$ cat src/rtl/ldm_stm_sequencer_if.sv
// Bundles the block-transfer request, register-file and memory-beat signals of the LDM/STM sequencer.
// The master modport is the sequencer; the slave modport is the core/memory side.
interface ldm_stm_sequencer_if #(
    parameter int DATA_W = 32
);
    logic              start;
    logic              is_load;
    logic              pre;
    logic              up;
    logic              wback;
    logic [3:0]        rn;
    logic [DATA_W-1:0] base;
    logic [15:0]       reg_list;
    logic [DATA_W-1:0] r_data;
    logic [DATA_W-1:0] mem_rdata;
    logic              mem_ready;
    logic [3:0]        r_addr;
    logic [3:0]        w_addr;
    logic [DATA_W-1:0] w_data;
    logic              write_reg;
    logic              write_pc;
    logic              mem_req;
    logic              mem_we;
    logic [DATA_W-1:0] mem_addr;
    logic [DATA_W-1:0] mem_wdata;
    logic              busy;
    logic              done;

    modport master (
        input  start, is_load, pre, up, wback, rn, base, reg_list,
        input  r_data, mem_rdata, mem_ready,
        output r_addr, w_addr, w_data, write_reg, write_pc,
        output mem_req, mem_we, mem_addr, mem_wdata, busy, done
    );

    modport slave (
        output start, is_load, pre, up, wback, rn, base, reg_list,
        output r_data, mem_rdata, mem_ready,
        input  r_addr, w_addr, w_data, write_reg, write_pc,
        input  mem_req, mem_we, mem_addr, mem_wdata, busy, done
    );
endinterface

$ cat src/rtl/ldm_stm_sequencer.sv
// Multi-register load/store sequencer: walks a 16-bit register list in ascending order,
// issuing one memory beat per selected register, then optionally writes the updated base back.
module ldm_stm_sequencer #(
    parameter int DATA_W = 32
) (
    input  logic                 clk,
    input  logic                 rst,
    ldm_stm_sequencer_if.master  bus
);
    typedef enum logic [1:0] {IDLE, XFER, WB, DONE} state_t;

    state_t            state, state_next;
    logic              is_load_q;
    logic              wback_q;
    logic              rn_hit_q;
    logic [3:0]        rn_q;
    logic [15:0]       list_q;
    logic [DATA_W-1:0] addr_q;
    logic [DATA_W-1:0] wb_val_q;

    logic [4:0]        cnt;
    logic [DATA_W-1:0] cnt_x4;
    logic [DATA_W-1:0] start_addr;
    logic [DATA_W-1:0] wb_val;
    logic [3:0]        cur;
    logic [15:0]       list_next;

    // The block always occupies the address window [lowest, lowest+4*cnt); only its lower end depends on P/U.
    always_comb begin
        cnt = '0;
        for (int i = 0; i < 16; i++) begin
            cnt = cnt + 5'(bus.reg_list[i]);
        end
        cnt_x4 = {{(DATA_W-7){1'b0}}, cnt, 2'b00};
        case ({bus.pre, bus.up})
            2'b01:   start_addr = bus.base;
            2'b11:   start_addr = bus.base + DATA_W'(4);
            2'b00:   start_addr = bus.base - cnt_x4 + DATA_W'(4);
            default: start_addr = bus.base - cnt_x4;
        endcase
        wb_val = bus.up ? (bus.base + cnt_x4) : (bus.base - cnt_x4);
    end

    always_comb begin
        cur = '0;
        for (int i = 15; i >= 0; i--) begin
            if (list_q[i]) begin
                cur = 4'(i);
            end
        end
        list_next = list_q & ~(16'h0001 << cur);
    end

    always_ff @(posedge clk) begin
        if (rst) begin
            state     <= IDLE;
            is_load_q <= 1'b0;
            wback_q   <= 1'b0;
            rn_hit_q  <= 1'b0;
            rn_q      <= '0;
            list_q    <= '0;
            addr_q    <= '0;
            wb_val_q  <= '0;
        end else begin
            state <= state_next;
            if (state == IDLE && bus.start) begin
                is_load_q <= bus.is_load;
                wback_q   <= bus.wback;
                rn_hit_q  <= bus.reg_list[bus.rn];
                rn_q      <= bus.rn;
                list_q    <= bus.reg_list;
                addr_q    <= start_addr;
                wb_val_q  <= wb_val;
            end else if (state == XFER && bus.mem_ready) begin
                list_q <= list_next;
                addr_q <= addr_q + DATA_W'(4);
            end
        end
    end

    always_comb begin
        state_next    = state;
        bus.r_addr    = '0;
        bus.w_addr    = '0;
        bus.w_data    = '0;
        bus.write_reg = 1'b0;
        bus.write_pc  = 1'b0;
        bus.mem_req   = 1'b0;
        bus.mem_we    = 1'b0;
        bus.mem_addr  = '0;
        bus.mem_wdata = '0;
        bus.busy      = (state != IDLE);
        bus.done      = 1'b0;
        case (state)
            IDLE: begin
                if (bus.start) begin
                    state_next = (cnt != 5'd0) ? XFER : DONE;
                end
            end
            XFER: begin
                bus.mem_req   = 1'b1;
                bus.mem_we    = ~is_load_q;
                bus.mem_addr  = addr_q;
                bus.r_addr    = cur;
                bus.mem_wdata = is_load_q ? '0 : bus.r_data;
                if (bus.mem_ready) begin
                    if (is_load_q) begin
                        bus.w_data = bus.mem_rdata;
                        if (cur == 4'd15) begin
                            bus.write_pc = 1'b1;
                        end else begin
                            bus.write_reg = 1'b1;
                            bus.w_addr    = cur;
                        end
                    end
                    if (list_next == 16'h0000) begin
                        state_next = wback_q ? WB : DONE;
                    end
                end
            end
            WB: begin
                // A loaded rn already holds its new value, and the PC is never a writeback target.
                if (rn_q != 4'd15 && !(is_load_q && rn_hit_q)) begin
                    bus.write_reg = 1'b1;
                    bus.w_addr    = rn_q;
                    bus.w_data    = wb_val_q;
                end
                state_next = DONE;
            end
            DONE: begin
                bus.done   = 1'b1;
                state_next = IDLE;
            end
            default: state_next = IDLE;
        endcase
    end
endmodule

$ cat src/flat_wrapper.sv
// flat-port wrapper written by rule: the top's interface ports become plain ports
module ldm_stm_sequencer_flat 
#(
    parameter int DATA_W = 32
)
  (clk, rst, bus_start, bus_is_load, bus_pre, bus_up, bus_wback, bus_rn, bus_base, bus_reg_list, bus_r_data, bus_mem_rdata, bus_mem_ready, bus_r_addr, bus_w_addr, bus_w_data, bus_write_reg, bus_write_pc, bus_mem_req, bus_mem_we, bus_mem_addr, bus_mem_wdata, bus_busy, bus_done);
  ldm_stm_sequencer_if #(.DATA_W(DATA_W)) bus_i ();
  input  logic clk;
  input  logic rst;
  input wire logic [$bits(bus_i.start)-1:0] bus_start;
  input wire logic [$bits(bus_i.is_load)-1:0] bus_is_load;
  input wire logic [$bits(bus_i.pre)-1:0] bus_pre;
  input wire logic [$bits(bus_i.up)-1:0] bus_up;
  input wire logic [$bits(bus_i.wback)-1:0] bus_wback;
  input wire logic [$bits(bus_i.rn)-1:0] bus_rn;
  input wire logic [$bits(bus_i.base)-1:0] bus_base;
  input wire logic [$bits(bus_i.reg_list)-1:0] bus_reg_list;
  input wire logic [$bits(bus_i.r_data)-1:0] bus_r_data;
  input wire logic [$bits(bus_i.mem_rdata)-1:0] bus_mem_rdata;
  input wire logic [$bits(bus_i.mem_ready)-1:0] bus_mem_ready;
  output wire logic [$bits(bus_i.r_addr)-1:0] bus_r_addr;
  output wire logic [$bits(bus_i.w_addr)-1:0] bus_w_addr;
  output wire logic [$bits(bus_i.w_data)-1:0] bus_w_data;
  output wire logic [$bits(bus_i.write_reg)-1:0] bus_write_reg;
  output wire logic [$bits(bus_i.write_pc)-1:0] bus_write_pc;
  output wire logic [$bits(bus_i.mem_req)-1:0] bus_mem_req;
  output wire logic [$bits(bus_i.mem_we)-1:0] bus_mem_we;
  output wire logic [$bits(bus_i.mem_addr)-1:0] bus_mem_addr;
  output wire logic [$bits(bus_i.mem_wdata)-1:0] bus_mem_wdata;
  output wire logic [$bits(bus_i.busy)-1:0] bus_busy;
  output wire logic [$bits(bus_i.done)-1:0] bus_done;
  assign bus_i.start = bus_start;
  assign bus_i.is_load = bus_is_load;
  assign bus_i.pre = bus_pre;
  assign bus_i.up = bus_up;
  assign bus_i.wback = bus_wback;
  assign bus_i.rn = bus_rn;
  assign bus_i.base = bus_base;
  assign bus_i.reg_list = bus_reg_list;
  assign bus_i.r_data = bus_r_data;
  assign bus_i.mem_rdata = bus_mem_rdata;
  assign bus_i.mem_ready = bus_mem_ready;
  assign bus_r_addr = bus_i.r_addr;
  assign bus_w_addr = bus_i.w_addr;
  assign bus_w_data = bus_i.w_data;
  assign bus_write_reg = bus_i.write_reg;
  assign bus_write_pc = bus_i.write_pc;
  assign bus_mem_req = bus_i.mem_req;
  assign bus_mem_we = bus_i.mem_we;
  assign bus_mem_addr = bus_i.mem_addr;
  assign bus_mem_wdata = bus_i.mem_wdata;
  assign bus_busy = bus_i.busy;
  assign bus_done = bus_i.done;
  ldm_stm_sequencer #(.DATA_W(DATA_W)) u_core (.clk(clk), .rst(rst), .bus(bus_i));
endmodule
$ cat config.mk
export PLATFORM = sky130hd
export DESIGN_NAME = ldm_stm_sequencer_flat
export DESIGN_NICKNAME = d
export VERILOG_FILES = /design/src/rtl/ldm_stm_sequencer_if.sv /design/src/rtl/ldm_stm_sequencer.sv /design/src/flat_wrapper.sv
export SDC_FILE = /design/constraint.sdc
export NUM_CORES = 1
export LEC_CHECK = 0
export CORE_MARGIN = 1.5
export CORE_UTILIZATION = 35
export DETAILED_ROUTE_END_ITERATION = 6
export GPL_TIMING_DRIVEN = 0
export PLACE_DENSITY = 0.61
export SYNTH_ARGS = -nofsm -noshare
export SYNTH_HDL_FRONTEND = slang
export SYNTH_SLANG_ARGS = --single-unit
$ cat constraint.sdc
create_clock -name clk -period 11.34 [get_ports clk]
set_input_delay 1.134 -clock clk [delete_from_list [all_inputs] [get_ports clk]]
set_output_delay 1.134 -clock clk [all_outputs]
set_load 0.005 [all_outputs]
======== Word-level counts from Yosys, hierarchy flattened ========
Cells that the tools add are included.
W data, S select, Z words.
word-level totals
  flip-flop bits (word level) ............. 89
  input port bits ......................... 124
  word-level logic and storage cells ...... 110
cells by class
  add/sub/neg operators ................... 20
  magnitude comparators ................... 1
  equal/unequal tests ..................... 10
  shift-type cells ........................ 1
  multiplexer cells ....................... 55
  bitwise logic cells ..................... 3
  reductions and logical operators ........ 12
operators by type and width
  cell                     count
  $mux W32                 9
  $add A32 B3 Y32 const B  3
  $pmux W32 S3             1
  $mux W4                  21
  $add A5 B1 Y5            14
  $pmux W32 S2             1
  $add A32 B7 Y32          1
  $mux W16                 2
  $sub A32 B7 Y32          1
  $and A16 B16 Y16         1
  $logic_not A16 Y1        1
  $not A16 Y16             1
  $shl A1 B4 Y16 const A   1
  $mux W1                  13
  $mux W2                  4
  $pmux W2 S4              1
  $pmux W4 S2              1
  $eq A2 B2 Y1 const B     3
  $ne A2 B2 Y1 const B     3
  $lt A4 B5 Y1 const B     1
  $reduce_bool A5 Y1       1
  $bmux W1 S4              1
  $eq A2 B1 Y1 const B     2
  $eq A4 B4 Y1 const B     1
  9 further kinds          14

======== Logic depth before layout (Yosys ltp) ========
  depth after elaboration ................. 23
  mapped depth ............................ 25

======== Worst setup path after synthesis ========
No wires, ideal clock.
  path kind ............................... input-to-reg
  start point ............................. input bus_reg_list[0]
  end point ............................... register u_core.addr_q[26]
  setup time .............................. 117 ps
  arrival ................................. 7289 ps
  required time ........................... 11223 ps
  slack ................................... 3935 ps
  stages .................................. 21
  cells stage by stage .................... ha_1 > inv_1 > fa_1 > fa_1 > fa_1 > fa_1 > fa_1 > fa_1 > nor2b_1 > o21a_1 > inv_1 > ha_1 > or3b_2 > clkbuf_1 > or4_4 > a22o_1 > or4_4 > a2111o_1 > nor4_2 > xnor2_1 > a22o_1
between the ends
  cells in the longest elaborated chain, start to end .. 19
ends and longest elaborated chain
  item                            RTL line                                          source
  start: declaration              flat_wrapper.sv:17                                input wire logic [$bits(bus_i.reg_list)-1:0] bus_reg_list;
  $add A1 B1 Y2 *                 ldm_stm_sequencer.sv:32                           cnt = cnt + 5'(bus.reg_list[i]);
  $add A5 B1 Y5 * (14 in series)  ldm_stm_sequencer.sv:32
  $sub A32 B7 Y32 *               ldm_stm_sequencer.sv:38, ldm_stm_sequencer.sv:39
  $add A32 B3 Y32                 ldm_stm_sequencer.sv:38                           2'b00: start_addr = bus.base - cnt_x4 + DATA_W'(4);
  $pmux W32 S3 *                  ldm_stm_sequencer.sv:35                           case ({bus.pre, bus.up})
  $mux W32 *                      ldm_stm_sequencer.sv:66                           if (state == IDLE && bus.start) begin
  end signal: assignment          ldm_stm_sequencer.sv:72                           addr_q <= start_addr;
  end signal: assignment          ldm_stm_sequencer.sv:76                           addr_q <= addr_q + DATA_W'(4);
  end: declaration                ldm_stm_sequencer.sv:18                           logic [DATA_W-1:0] addr_q;
Every way passes the cells marked *; elsewhere a longest branch is shown, timed or not.
A chain may end at the register's enable or synchronous reset.

======== Worst setup path after layout ========
  start point ............................. input bus_reg_list[0]
  end point ............................... register u_core.addr_q[16]
Same word-level chain as after synthesis.

==> results list <==
* Syn Std Cell Area: 0.00929 mm^2
* Flip-flop and latch count after synthesis: 89
- For the final routed database, the setup TNS stands at 0 ns.
- Fraction of the cycle the final worst path needs: 0.788
- In the final design database the tool counted 1679 nets.
- Post-cts repair resize count: 0
- Clock tree synthesis inserted a total of 9 buffers.
- Syn Area/Cell: 7.23 um^2
- Entering global routing, the biggest net connects 18 pins.
- Number of endpoints with negative hold slack in the final report: 0
* Post-route cell area: 0.0123 mm^2
- Clock input transition at the sequential cells of the worst setup and hold paths: 0.07 ns
* Area enclosed by the die boundary: 0.0275 mm^2
* RSZ-0062 raised after global routing: no
* Average wire per cell in the routed design: 22.5 um
* CTS tree: done
- Total power: 2.10 mW
* Number of remaining DRC errors: 0
* Power Dens Cells: 171 mW/mm^2
- Crit start category: input port
- CTS built an H-tree with a depth of 3.
- Data on the critical path is required at its endpoint by 11.54 ns.
* Rows: 59
- Avg Vias per Cell: 5.85
- In the synthesized netlist, the number of instances is 1284.
* Initial antenna violation count: 0
* Critical path class: in2reg
- Layout overhead on the synthesized area: 32.0%
- Total clock sinks: 89
- After the first detailed-routing iteration, the DRC count stood at 1153.
- Primary FF master, synth: sky130_fd_sc_hd__dfxtp_1
- After global routing the overflow that remains totals 0.
* Data arrival time of the critical path: 9.13 ns
- Worst min-delay path category: reg2reg
- The number of nets handed over by synthesis was 1446.
- Routability congestion estimate: 1.01
- Aggregate global-route resource usage: 0.297
- Count of unique library cells instantiated by Yosys: 84
- At the pin with the least slew margin, the transition time is 1.31 ns.
- Final setup violation count: 0
* LEAKAGE: 4.21 nW
* Floorplan core area: 0.0261 mm^2
- The Yosys step of the flow raised 0 warnings.
- DP HPWL: 34100 um
* Smallest setup slack after layout: 2.41 ns
* Via count of the first global-routing pass: 10300
- The number of max-slew violations in the final report is 0.
- Hold-fix buffers, CTS: 0
- Worst-case clock buffer depth: 2
- Buffers added to address setup during post-CTS repair amount to 0.
* Diode insertion count for antenna repair: 0
- STA classifies the critical path endpoint as a flip-flop.
- Number of max-cap violations: 0
- The first detailed-routing pass took 5 iterations.
- The clock arrives with 0.0116 ns of skew.
* Portion of the post-synthesis area used by sequential elements: 0.192
- The worst pin sits at a relative slew slack of 0.116.
* DIE HEIGHT: 166 um
* Fraction of final layout cells with drive strength greater than 1: 0.0388
- Global-route wire length before repair: 63600 um
* Ports: 234
- The placed instances occupy a cell area of 0.0119 mm^2.
* IR drop worst, VDD: 0.0879 mV
- Port Buf Inserts: 222
* FMAX: 112 MHz
- The root buffer cell chosen for the clock tree is sky130_fd_sc_hd__clkbuf_16.
- Final period demand of the worst path: 8.93 ns
- Run status: finished, final reports clean
* Vias post-DR: 10900
* Async S/R FF share, synth: 0
- The initial utilization of the core area, before any placement, comes to 0.356.
- For the worst-skew pair, the clock arrives at the later sink with an insertion delay of 0.36 ns.
- Die Width: 166 um
* Post-route worst hold slack: 0.455 ns
- Detail Route Antenna Nets: 0
- Total Wirelength: 41800 um
- Along the worst path, the maximum fanout reaches 10.
- Worst slack after detailed placement: 2.19 ns
- Number of synthesized flops with an enable pin: 0
worst max-delay path: stages:
cell and delay (ns):
sky130_fd_sc_hd__clkdlybuf4s50_1 0.47, sky130_fd_sc_hd__ha_1 0.32, sky130_fd_sc_hd__inv_1 0.08, sky130_fd_sc_hd__fa_1 0.44, sky130_fd_sc_hd__fa_1 0.50, sky130_fd_sc_hd__fa_1 0.58
sky130_fd_sc_hd__fa_1 0.44, sky130_fd_sc_hd__fa_1 0.42, sky130_fd_sc_hd__fa_1 0.42, sky130_fd_sc_hd__xnor2_1 0.37, sky130_fd_sc_hd__ha_1 0.39, sky130_fd_sc_hd__or2_1 0.30
sky130_fd_sc_hd__a211oi_1 0.64, sky130_fd_sc_hd__clkbuf_1 0.45, sky130_fd_sc_hd__nor2_1 0.25, sky130_fd_sc_hd__nor4_1 0.39, sky130_fd_sc_hd__nor2_1 0.23, sky130_fd_sc_hd__a211oi_1 0.28
sky130_fd_sc_hd__xnor2_1 0.12, sky130_fd_sc_hd__a2111oi_0 0.80, sky130_fd_sc_hd__a211oi_1 0.11
cell families after synthesis:
logic type | count (synthesis) | synth area share
adders and majority gates | 39 | 0.0620
xor gates and xnor gates | 111 | 0.105
muxes | 12 | 0.0199
and+or+nand+nor | 540 | 0.304
DFF | 89 | 0.192
buffers and inverters | 144 | 0.0602
AOI/OAI and AO/OA | 349 | 0.258
synth_stat cells (6+ instances only):
cell type                    n  area (um^2)
sky130_fd_sc_hd__nand2_1   132          495
sky130_fd_sc_hd__a21oi_1   102          510
sky130_fd_sc_hd__dfxtp_1    89         1780
sky130_fd_sc_hd__nor2_1     89          334
sky130_fd_sc_hd__clkbuf_1   79          297
sky130_fd_sc_hd__and2_1     66          413
sky130_fd_sc_hd__xnor2_1    66          578
sky130_fd_sc_hd__inv_1      50          188
sky130_fd_sc_hd__nand3_1    48          240
sky130_fd_sc_hd__nor2b_1    46          288
sky130_fd_sc_hd__xor2_1     45          394
sky130_fd_sc_hd__a22oi_1    39          293
sky130_fd_sc_hd__nor3_1     38          190
sky130_fd_sc_hd__o21ai_0    37          185
sky130_fd_sc_hd__nor4_1     27          169
sky130_fd_sc_hd__a211oi_1   26          195
sky130_fd_sc_hd__ha_1       26          325
sky130_fd_sc_hd__o211ai_1   24          180
sky130_fd_sc_hd__a22o_1     19          166
sky130_fd_sc_hd__nand4_1    16          100
sky130_fd_sc_hd__a31oi_1    15         93.8
sky130_fd_sc_hd__or3_1      13         81.3
sky130_fd_sc_hd__and3_1     12         75.1
sky130_fd_sc_hd__fa_1       12          240
sky130_fd_sc_hd__nand2b_1   11         68.8
sky130_fd_sc_hd__a21o_1     10         75.1
sky130_fd_sc_hd__buf_2       9         45.0
sky130_fd_sc_hd__or2_2       8         50.1
sky130_fd_sc_hd__o31ai_1     6         45.0
sky130_fd_sc_hd__or4_1       6         45.0
cell type report:
class / instances / area, um^2
fillers: 2664 / 13800
multi-input cells: 1051 / 6950
repair buffers: 222 / 2220
flip-flops and latches: 89 / 1780
well taps: 335 / 419
plain buffers: 91 / 360
clock buffers: 9 / 225
inverters: 53 / 199
clock inverters: 7 / 109
sequential cells by signal, summed over array words and instances, names as in the netlist:
| register | count |
|---|---|
| u_core.addr_q | 32 |
| u_core.is_load_q | 1 |
| u_core.list_q | 16 |
| u_core.rn_hit_q | 1 |
| u_core.rn_q | 4 |
| u_core.state | 2 |
| u_core.wb_val_q | 32 |
| u_core.wback_q | 1 |
worst paths after layout:
| path | slack [ns] | depth (start not counted) | startpoint | end |
|---|---|---|---|---|
| worst max-delay path | 2.41 | 21 | bus_reg_list[0] | u_core.addr_q[16] |
| worst max register to register | 7.91 | 9 | u_core.list_q[0] | u_core.state[0] |
| worst min register to register | 0.45 | 2 | u_core.wb_val_q[21] | u_core.wb_val_q[21] |
| worst min-delay path | 0.45 | 2 | u_core.wb_val_q[21] | u_core.wb_val_q[21] |
metal layers:
layer	GRT usage	share of wire	up-vias
met5	0	0	-
met4	0.0826	0.025	0
met3	0.0429	0.072	54
met2	0.518	0.48	562
met1	0.379	0.42	5144
li1	-	-	5102
report_power, final:
group          switching [mW]  internal [mW]  total, mW
combinational           0.773          0.511       1.28
sequential             0.0776          0.389      0.467
clock                   0.150          0.199      0.349
placed cells by master, fill, tap and decap left out, types with 27 or more instances in the layout:
master,count
sky130_fd_sc_hd__and2_1,66
sky130_fd_sc_hd__dfxtp_1,89
sky130_fd_sc_hd__clkdlybuf4s50_1,222
sky130_fd_sc_hd__o21ai_0,37
sky130_fd_sc_hd__nand3_1,48
sky130_fd_sc_hd__nor3_1,38
sky130_fd_sc_hd__nor2b_1,46
sky130_fd_sc_hd__xor2_1,45
sky130_fd_sc_hd__nor4_1,27
sky130_fd_sc_hd__nor2_1,89
sky130_fd_sc_hd__xnor2_1,66
sky130_fd_sc_hd__clkbuf_1,79
sky130_fd_sc_hd__a22oi_1,39
sky130_fd_sc_hd__a21oi_1,102
sky130_fd_sc_hd__inv_1,50
sky130_fd_sc_hd__nand2_1,132
stage by stage:
step           utilization  std cells
5_1_grt              0.471       1857
2_1_floorplan            -       1284
4_1_cts              0.471       1857
3_5_place_dp         0.458       1841
3_3_place_gp         0.458       1841
6_report             0.471       1857
Note: power is estimated with default switching activity, not from simulation.
